**src/rtl/dl_mem_arbiter.sv**
```systemverilog
// Shares one sync RAM between a 2-entry download FIFO (priority, drops+dn_ovf when full) and a CPU req/ack port;
// CPU write ack 1 cycle / read ack 2 cycles after grant; holds cpu_reset through downloads. DL_CHECKSUM_EN adds dn_sum.
module dl_mem_arbiter #(
    parameter logic [7:0] DN_INDEX    = 8'd0,
    parameter int         HOLD_CYCLES = 16
) (
    input  logic        clk_sys,
    input  logic        reset,
    input  logic        dn_download,
    input  logic        dn_wr,
    input  logic [13:0] dn_addr,
    input  logic [7:0]  dn_data,
    input  logic [7:0]  dn_index,
    input  logic        cpu_req,
    input  logic        cpu_we,
    input  logic [13:0] cpu_addr,
    input  logic [7:0]  cpu_din,
    output logic        cpu_ack,
    output logic [7:0]  cpu_dout,
    output logic [13:0] mem_addr,
    output logic [7:0]  mem_din,
    output logic        mem_we,
    input  logic [7:0]  mem_dout,
    output logic        cpu_reset,
    output logic        dn_ovf,
    output logic [7:0]  dn_sum
);
    localparam logic [7:0] HOLD_INIT = 8'(HOLD_CYCLES);

    typedef enum logic [2:0] {
        IDLE,
        CPU_WR,
        CPU_RD1,
        CPU_RD2,
        DN_WR,
        HOLD
    } state_t;

    typedef struct packed {
        logic [13:0] addr;
        logic [7:0]  data;
    } dn_entry_t;

    state_t     state;
    state_t     state_nxt;
    dn_entry_t  fifo_q [2];
    dn_entry_t  fifo_head;
    logic       wr_ptr;
    logic       rd_ptr;
    logic [1:0] fifo_cnt;
    logic       fifo_empty;
    logic       fifo_full;
    logic       active;
    logic       active_q;
    logic       dn_start;
    logic       push_req;
    logic       push;
    logic       pop;
    logic       ovf_event;
    logic [7:0] hold_cnt;

    assign active     = dn_download && (dn_index == DN_INDEX);
    assign dn_start   = active && !active_q;
    assign fifo_empty = (fifo_cnt == 2'd0);
    assign fifo_full  = (fifo_cnt == 2'd2);
    assign fifo_head  = fifo_q[rd_ptr];
    assign push_req   = active && dn_wr;
    assign pop        = (state_nxt == DN_WR);
    // A pop in the same cycle frees the slot, so a full FIFO can still accept.
    assign push       = push_req && (!fifo_full || pop);
    assign ovf_event  = push_req && fifo_full && !pop;

    always_ff @(posedge clk_sys or posedge reset) begin
        if (reset) begin
            fifo_q[0] <= '0;
            fifo_q[1] <= '0;
            wr_ptr    <= 1'b0;
            rd_ptr    <= 1'b0;
            fifo_cnt  <= 2'd0;
        end else begin
            if (push) begin
                fifo_q[wr_ptr] <= '{addr: dn_addr, data: dn_data};
                wr_ptr         <= ~wr_ptr;
            end
            if (pop) begin
                rd_ptr <= ~rd_ptr;
            end
            case ({push, pop})
                2'b10:   fifo_cnt <= fifo_cnt + 2'd1;
                2'b01:   fifo_cnt <= fifo_cnt - 2'd1;
                default: fifo_cnt <= fifo_cnt;
            endcase
        end
    end

    always_ff @(posedge clk_sys or posedge reset) begin
        if (reset) begin
            state <= IDLE;
        end else begin
            state <= state_nxt;
        end
    end

    // HOLD behaves like IDLE but marks that the CPU is parked in reset.
    always_comb begin
        state_nxt = state;
        case (state)
            IDLE, HOLD: begin
                if (!fifo_empty) begin
                    state_nxt = DN_WR;
                end else if (cpu_req && !cpu_reset) begin
                    state_nxt = cpu_we ? CPU_WR : CPU_RD1;
                end else if (cpu_reset) begin
                    state_nxt = HOLD;
                end else begin
                    state_nxt = IDLE;
                end
            end
            CPU_WR:  state_nxt = IDLE;
            CPU_RD1: state_nxt = CPU_RD2;
            CPU_RD2: state_nxt = IDLE;
            DN_WR:   state_nxt = fifo_empty ? IDLE : DN_WR;
            default: state_nxt = IDLE;
        endcase
    end

    always_ff @(posedge clk_sys or posedge reset) begin
        if (reset) begin
            mem_addr <= '0;
            mem_din  <= '0;
            mem_we   <= 1'b0;
        end else begin
            mem_we <= 1'b0;
            case (state_nxt)
                DN_WR: begin
                    mem_addr <= fifo_head.addr;
                    mem_din  <= fifo_head.data;
                    mem_we   <= 1'b1;
                end
                CPU_WR: begin
                    mem_addr <= cpu_addr;
                    mem_din  <= cpu_din;
                    mem_we   <= 1'b1;
                end
                CPU_RD1: begin
                    mem_addr <= cpu_addr;
                end
                default: begin
                end
            endcase
        end
    end

    // RAM read data arrives during CPU_RD2, so the ack path is a state decode.
    assign cpu_ack  = (state == CPU_WR) || (state == CPU_RD2);
    assign cpu_dout = (state == CPU_RD2) ? mem_dout : 8'd0;

    // Countdown only once the download is over and its last byte is in RAM.
    always_ff @(posedge clk_sys or posedge reset) begin
        if (reset) begin
            cpu_reset <= 1'b1;
            hold_cnt  <= HOLD_INIT;
        end else if (active) begin
            cpu_reset <= 1'b1;
            hold_cnt  <= HOLD_INIT;
        end else if (cpu_reset && fifo_empty && (state != DN_WR)) begin
            if (hold_cnt <= 8'd1) begin
                cpu_reset <= 1'b0;
            end else begin
                hold_cnt <= hold_cnt - 8'd1;
            end
        end
    end

    always_ff @(posedge clk_sys or posedge reset) begin
        if (reset) begin
            active_q <= 1'b0;
            dn_ovf   <= 1'b0;
        end else begin
            active_q <= active;
            dn_ovf   <= (dn_ovf && !dn_start) || ovf_event;
        end
    end

`ifdef DL_CHECKSUM_EN
    logic [7:0] sum_q;

    always_ff @(posedge clk_sys or posedge reset) begin
        if (reset) begin
            sum_q <= 8'd0;
        end else if (dn_start) begin
            sum_q <= 8'd0;
        end else if (pop) begin
            sum_q <= sum_q + fifo_head.data;
        end
    end

    assign dn_sum = sum_q;
`else
    assign dn_sum = 8'd0;
`endif

endmodule

```
**config.mk**
```make
export PLATFORM = sky130hd
export DESIGN_NAME = dl_mem_arbiter
export DESIGN_NICKNAME = d
export VERILOG_FILES = /design/src/rtl/dl_mem_arbiter.sv
export SDC_FILE = /design/constraint.sdc
export NUM_CORES = 1
export LEC_CHECK = 0
export ABC_AREA = 1
export BUFFER_PORTS_ARGS = -buffer_cell sky130_fd_sc_hd__buf_2
export CAP_MARGIN = 20
export CELL_PAD_IN_SITES_DETAIL_PLACEMENT = 0
export CELL_PAD_IN_SITES_GLOBAL_PLACEMENT = 1
export CORE_ASPECT_RATIO = 0.9
export CORE_MARGIN = 2
export CORE_UTILIZATION = 40
export DETAILED_ROUTE_END_ITERATION = 6
export GPL_TIMING_DRIVEN = 0
export PLACE_DENSITY = 0.88
export SYNTH_ARGS = -nofsm -noshare
export SYNTH_HDL_FRONTEND = slang
export SYNTH_SLANG_ARGS = --single-unit
```
**constraint.sdc**
```tcl
create_clock -name clk_sys -period 5.65 [get_ports clk_sys]
set_input_delay 0.2825 -clock clk_sys [delete_from_list [all_inputs] [get_ports clk_sys]]
set_output_delay 0.2825 -clock clk_sys [all_outputs]
set_load 0.02 [all_outputs]
```
==> flow_summary.yaml <==
worst_hold_path:
  min_path_type: "in -> reg"
  min_path_cells: 3
detailed_routing:
  wl_um: 10200
  dr_total_vias: 3755
  drt-initial-drc-count: 157
  ant_nets: 0
  routedWlPerCell_um: 12.83
  dr.pass1.iters: 5
  viasPerCell: 4.723
  drcViolationCount: 0
power:
  cellPowerDensity_nw_per_um2: 394.9
  p_leak_nw: 3.020
  ir_drop_uv: 200.8
setup_path:
  endpoint_kind: "flip-flop"
  arrival_ps: 2250
  startpoint_type: "flip-flop"
  startpoint: "hold_cnt[0]$_DFFE_PP0P_"
  r2r_cells: 10
  crit_fanout: 10
  crit_end: "hold_cnt[0]$_DFFE_PP0P_"
  rr_startpoint: "hold_cnt[0]$_DFFE_PP0P_"
  cp.required_ps: 5860
  crit-reg2reg-capture: "hold_cnt[0]$_DFFE_PP0P_"
  reg2reg_slack_ps: 3610
  path_class: "reg -> reg"
synthesis:
  seq_area_frac_synth_pct: 50.04
  avgSynthCellArea_um2: 7.837
  synth_warnings: 0
  ys_ff_latch: 85
  synth_cell_type_count: 29
  syn-cell-area_um2: 4255
  synthCells: 543
clock_tree:
  cts_tree: "done"
  clk_path_buf_depth: 2
  cts_num_sinks: 85
  insertion_delay_ps: 330
  cts-root-buf: "clkbuf_16"
  cts-hold-fix-buffers: 1
  post_cts_resized: 0
  postCtsSetupRepairBufs: 0
  h-tree-depth: 3
  clk_pin_slew_worst_paths_ps: 70
  numCtsBuffers: 9
global_route:
  grt_antenna_before_repair: 0
  grt_pass1_wl_um: 17080
  grt_use_total_pct: 18.53
  grt_pass1_vias: 3664
  grt_max_degree: 60
  overflow: 0
sta:
  max_freq_ghz: 0.4903
  maxSlewViolCount: 0
  rsz0062_at_grt: "false"
  finalHoldViolations: 0
  maxSlewHeadroom_pct: 63.02
  period_needed_ps: 2039
  finalSetupTns_ps: 0
  min_period_over_period_pct: 36.10
  skew_ps: 13.16
  worst_slew_pin_slew_ps: 554.7
  setup_viol: 0
floorplan:
  die_h_um: 101.9
  start_util_pct: 41.35
  boundaryPins: 108
  std_cell_rows: 35
  fp.dieW_um: 112.7
  dieArea_um2: 11480
  core_area_um2: 10290
final_layout:
  multi_input_area_um2: 1724
  fillers: 1019
  drive_gt1_share_pct: 23.57
  final_nets: 730
  synthToLayoutAreaGrowth_pct: 24.52
  n_antenna_cell: 0
  final_cell_count_no_fill: 795
  seqCellArea_um2: 2130
place:
  dp_cells: 779
  dp_hpwl_um: 7391
  place_congestion: 0.8161
  io_buffers: 99
outcome:
  outcome: "complete, no violations"
run:
  maxCapViolations: 0
layer usage:
metal | track usage, % | share of wire [%]
met4 | 5.816 | 0.80
met5 | 0 | 0
met3 | 2.906 | 6.1
met2 | 30.31 | 46
met1 | 25.72 | 47
cells in the mapped netlist (all sizes together):
| cell type | count | area [um2] |
|---|---|---|
| inv | 60 | 230.2 |
| nand2 | 205 | 803.3 |
| nor2 | 53 | 239.0 |
| o22ai | 8 | 50.05 |
| nand3 | 18 | 120.1 |
| clkbuf | 4 | 15.01 |
| nand4 | 4 | 25.02 |
| buf | 22 | 182.7 |
| a21oi | 1 | 5.000 |
| xor2 | 5 | 43.79 |
| nor3 | 3 | 15.01 |
| conb | 1 | 3.750 |
| o21ai | 69 | 345.3 |
| dfrtp | 83 | 2077 |
| a22oi | 1 | 7.510 |
| nand3b | 2 | 15.01 |
| ha | 2 | 25.02 |
| dfstp | 2 | 52.55 |
cell families after synthesis:
group | Yosys count | synth area share [%]
xor+xnor | 5 | 1.029
flops | 85 | 50.04
simple gates | 285 | 28.61
compound gates | 79 | 9.585
other cells | 1 | 0.08812
fa+ha+maj | 2 | 0.5880
buf+inv | 86 | 10.06
per-stage QoR:
stage / setup WS (ps) / area, um2 / util (%) / hold WS (ps) / total power [W]
after floorplan: 3177 / 4282 / - / 407.5 / 0.001275
after global placement: 2207 / 4938 / 47.99 / 460.6 / 0.001452
after detailed placement: 3747 / 4969 / 48.28 / 296.9 / 0.001468
after CTS: 3646 / 5299 / 51.49 / 154.8 / 0.002111
after global routing: 3446 / 5299 / 51.49 / 168.4 / 0.002233
final: 3611 / 5299 / 51.49 / 165.2 / 0.002093
final cells by class:
| type | instances | area share (%) |
|---|---|---|
| timing repair buffer | 101 | 10.06 |
| tap | 129 | 3.046 |
| multi-input combinational | 379 | 32.54 |
| buffer | 26 | 3.731 |
| inverter | 60 | 4.392 |
| sequential | 85 | 40.19 |
| clock inverter | 6 | 1.795 |
| clock buffer | 9 | 4.250 |
state kept, by name, indices dropped and copies added (netlist names):
register and flops:
mem_din 8, active_q 1, wr_ptr 1, rd_ptr 1
state 3, fifo_cnt 2, dn_ovf 1, cpu_reset 1
hold_cnt 8, mem_addr 14, fifo_q 44, mem_we 1
critical path, stage by stage (launching register included):
cell	delay [ps]
dfrtp_1	380
inv_1	170
ha_1	300
nor2_1	100
nor3_1	200
nand3_1	150
nand2_1	100
nand2_1	140
buf_2	220
nand3_1	70
o21ai_0	80
report_power, final:
group / switching, W / total (W) / internal [W]
clock network: 0.000245 / 0.000634 / 0.000389
logic: 0.000460 / 0.000690 / 0.000230
registers: 0.0000642 / 0.000768 / 0.000704
total: 0.000769 / 0.00209 / 0.00132
layout by cell type, fill, tap and decap left out, drive strengths merged, types with 2 or more instances in the layout:
| cell | n |
|---|---|
| buf | 122 |
| dfrtp | 83 |
| nor2 | 53 |
| clkbuf | 13 |
| nand2 | 205 |
| o22ai | 8 |
| nand3 | 18 |
| bufinv | 2 |
| o21ai | 69 |
| clkinvlp | 2 |
| dfstp | 2 |
| nor3 | 3 |
| nand3b | 2 |
| conb | 8 |
| xor2 | 5 |
| nand4 | 4 |
| inv | 62 |
| ha | 2 |
worst min-delay path by stage:
stage	startpoint	end
after floorplan	cpu_addr[13]	mem_addr[13]$_DFFE_PP0P_
after global placement	mem_addr[8]$_DFFE_PP0P_	mem_addr[8]$_DFFE_PP0P_
after detailed placement	reset	mem_addr[12]$_DFFE_PP0P_
after CTS	cpu_addr[8]	mem_addr[8]$_DFFE_PP0P_
after global routing	cpu_addr[7]	mem_addr[7]$_DFFE_PP0P_
final	cpu_addr[8]	mem_addr[8]$_DFFE_PP0P_
Note: power is estimated with default switching activity, not from simulation.
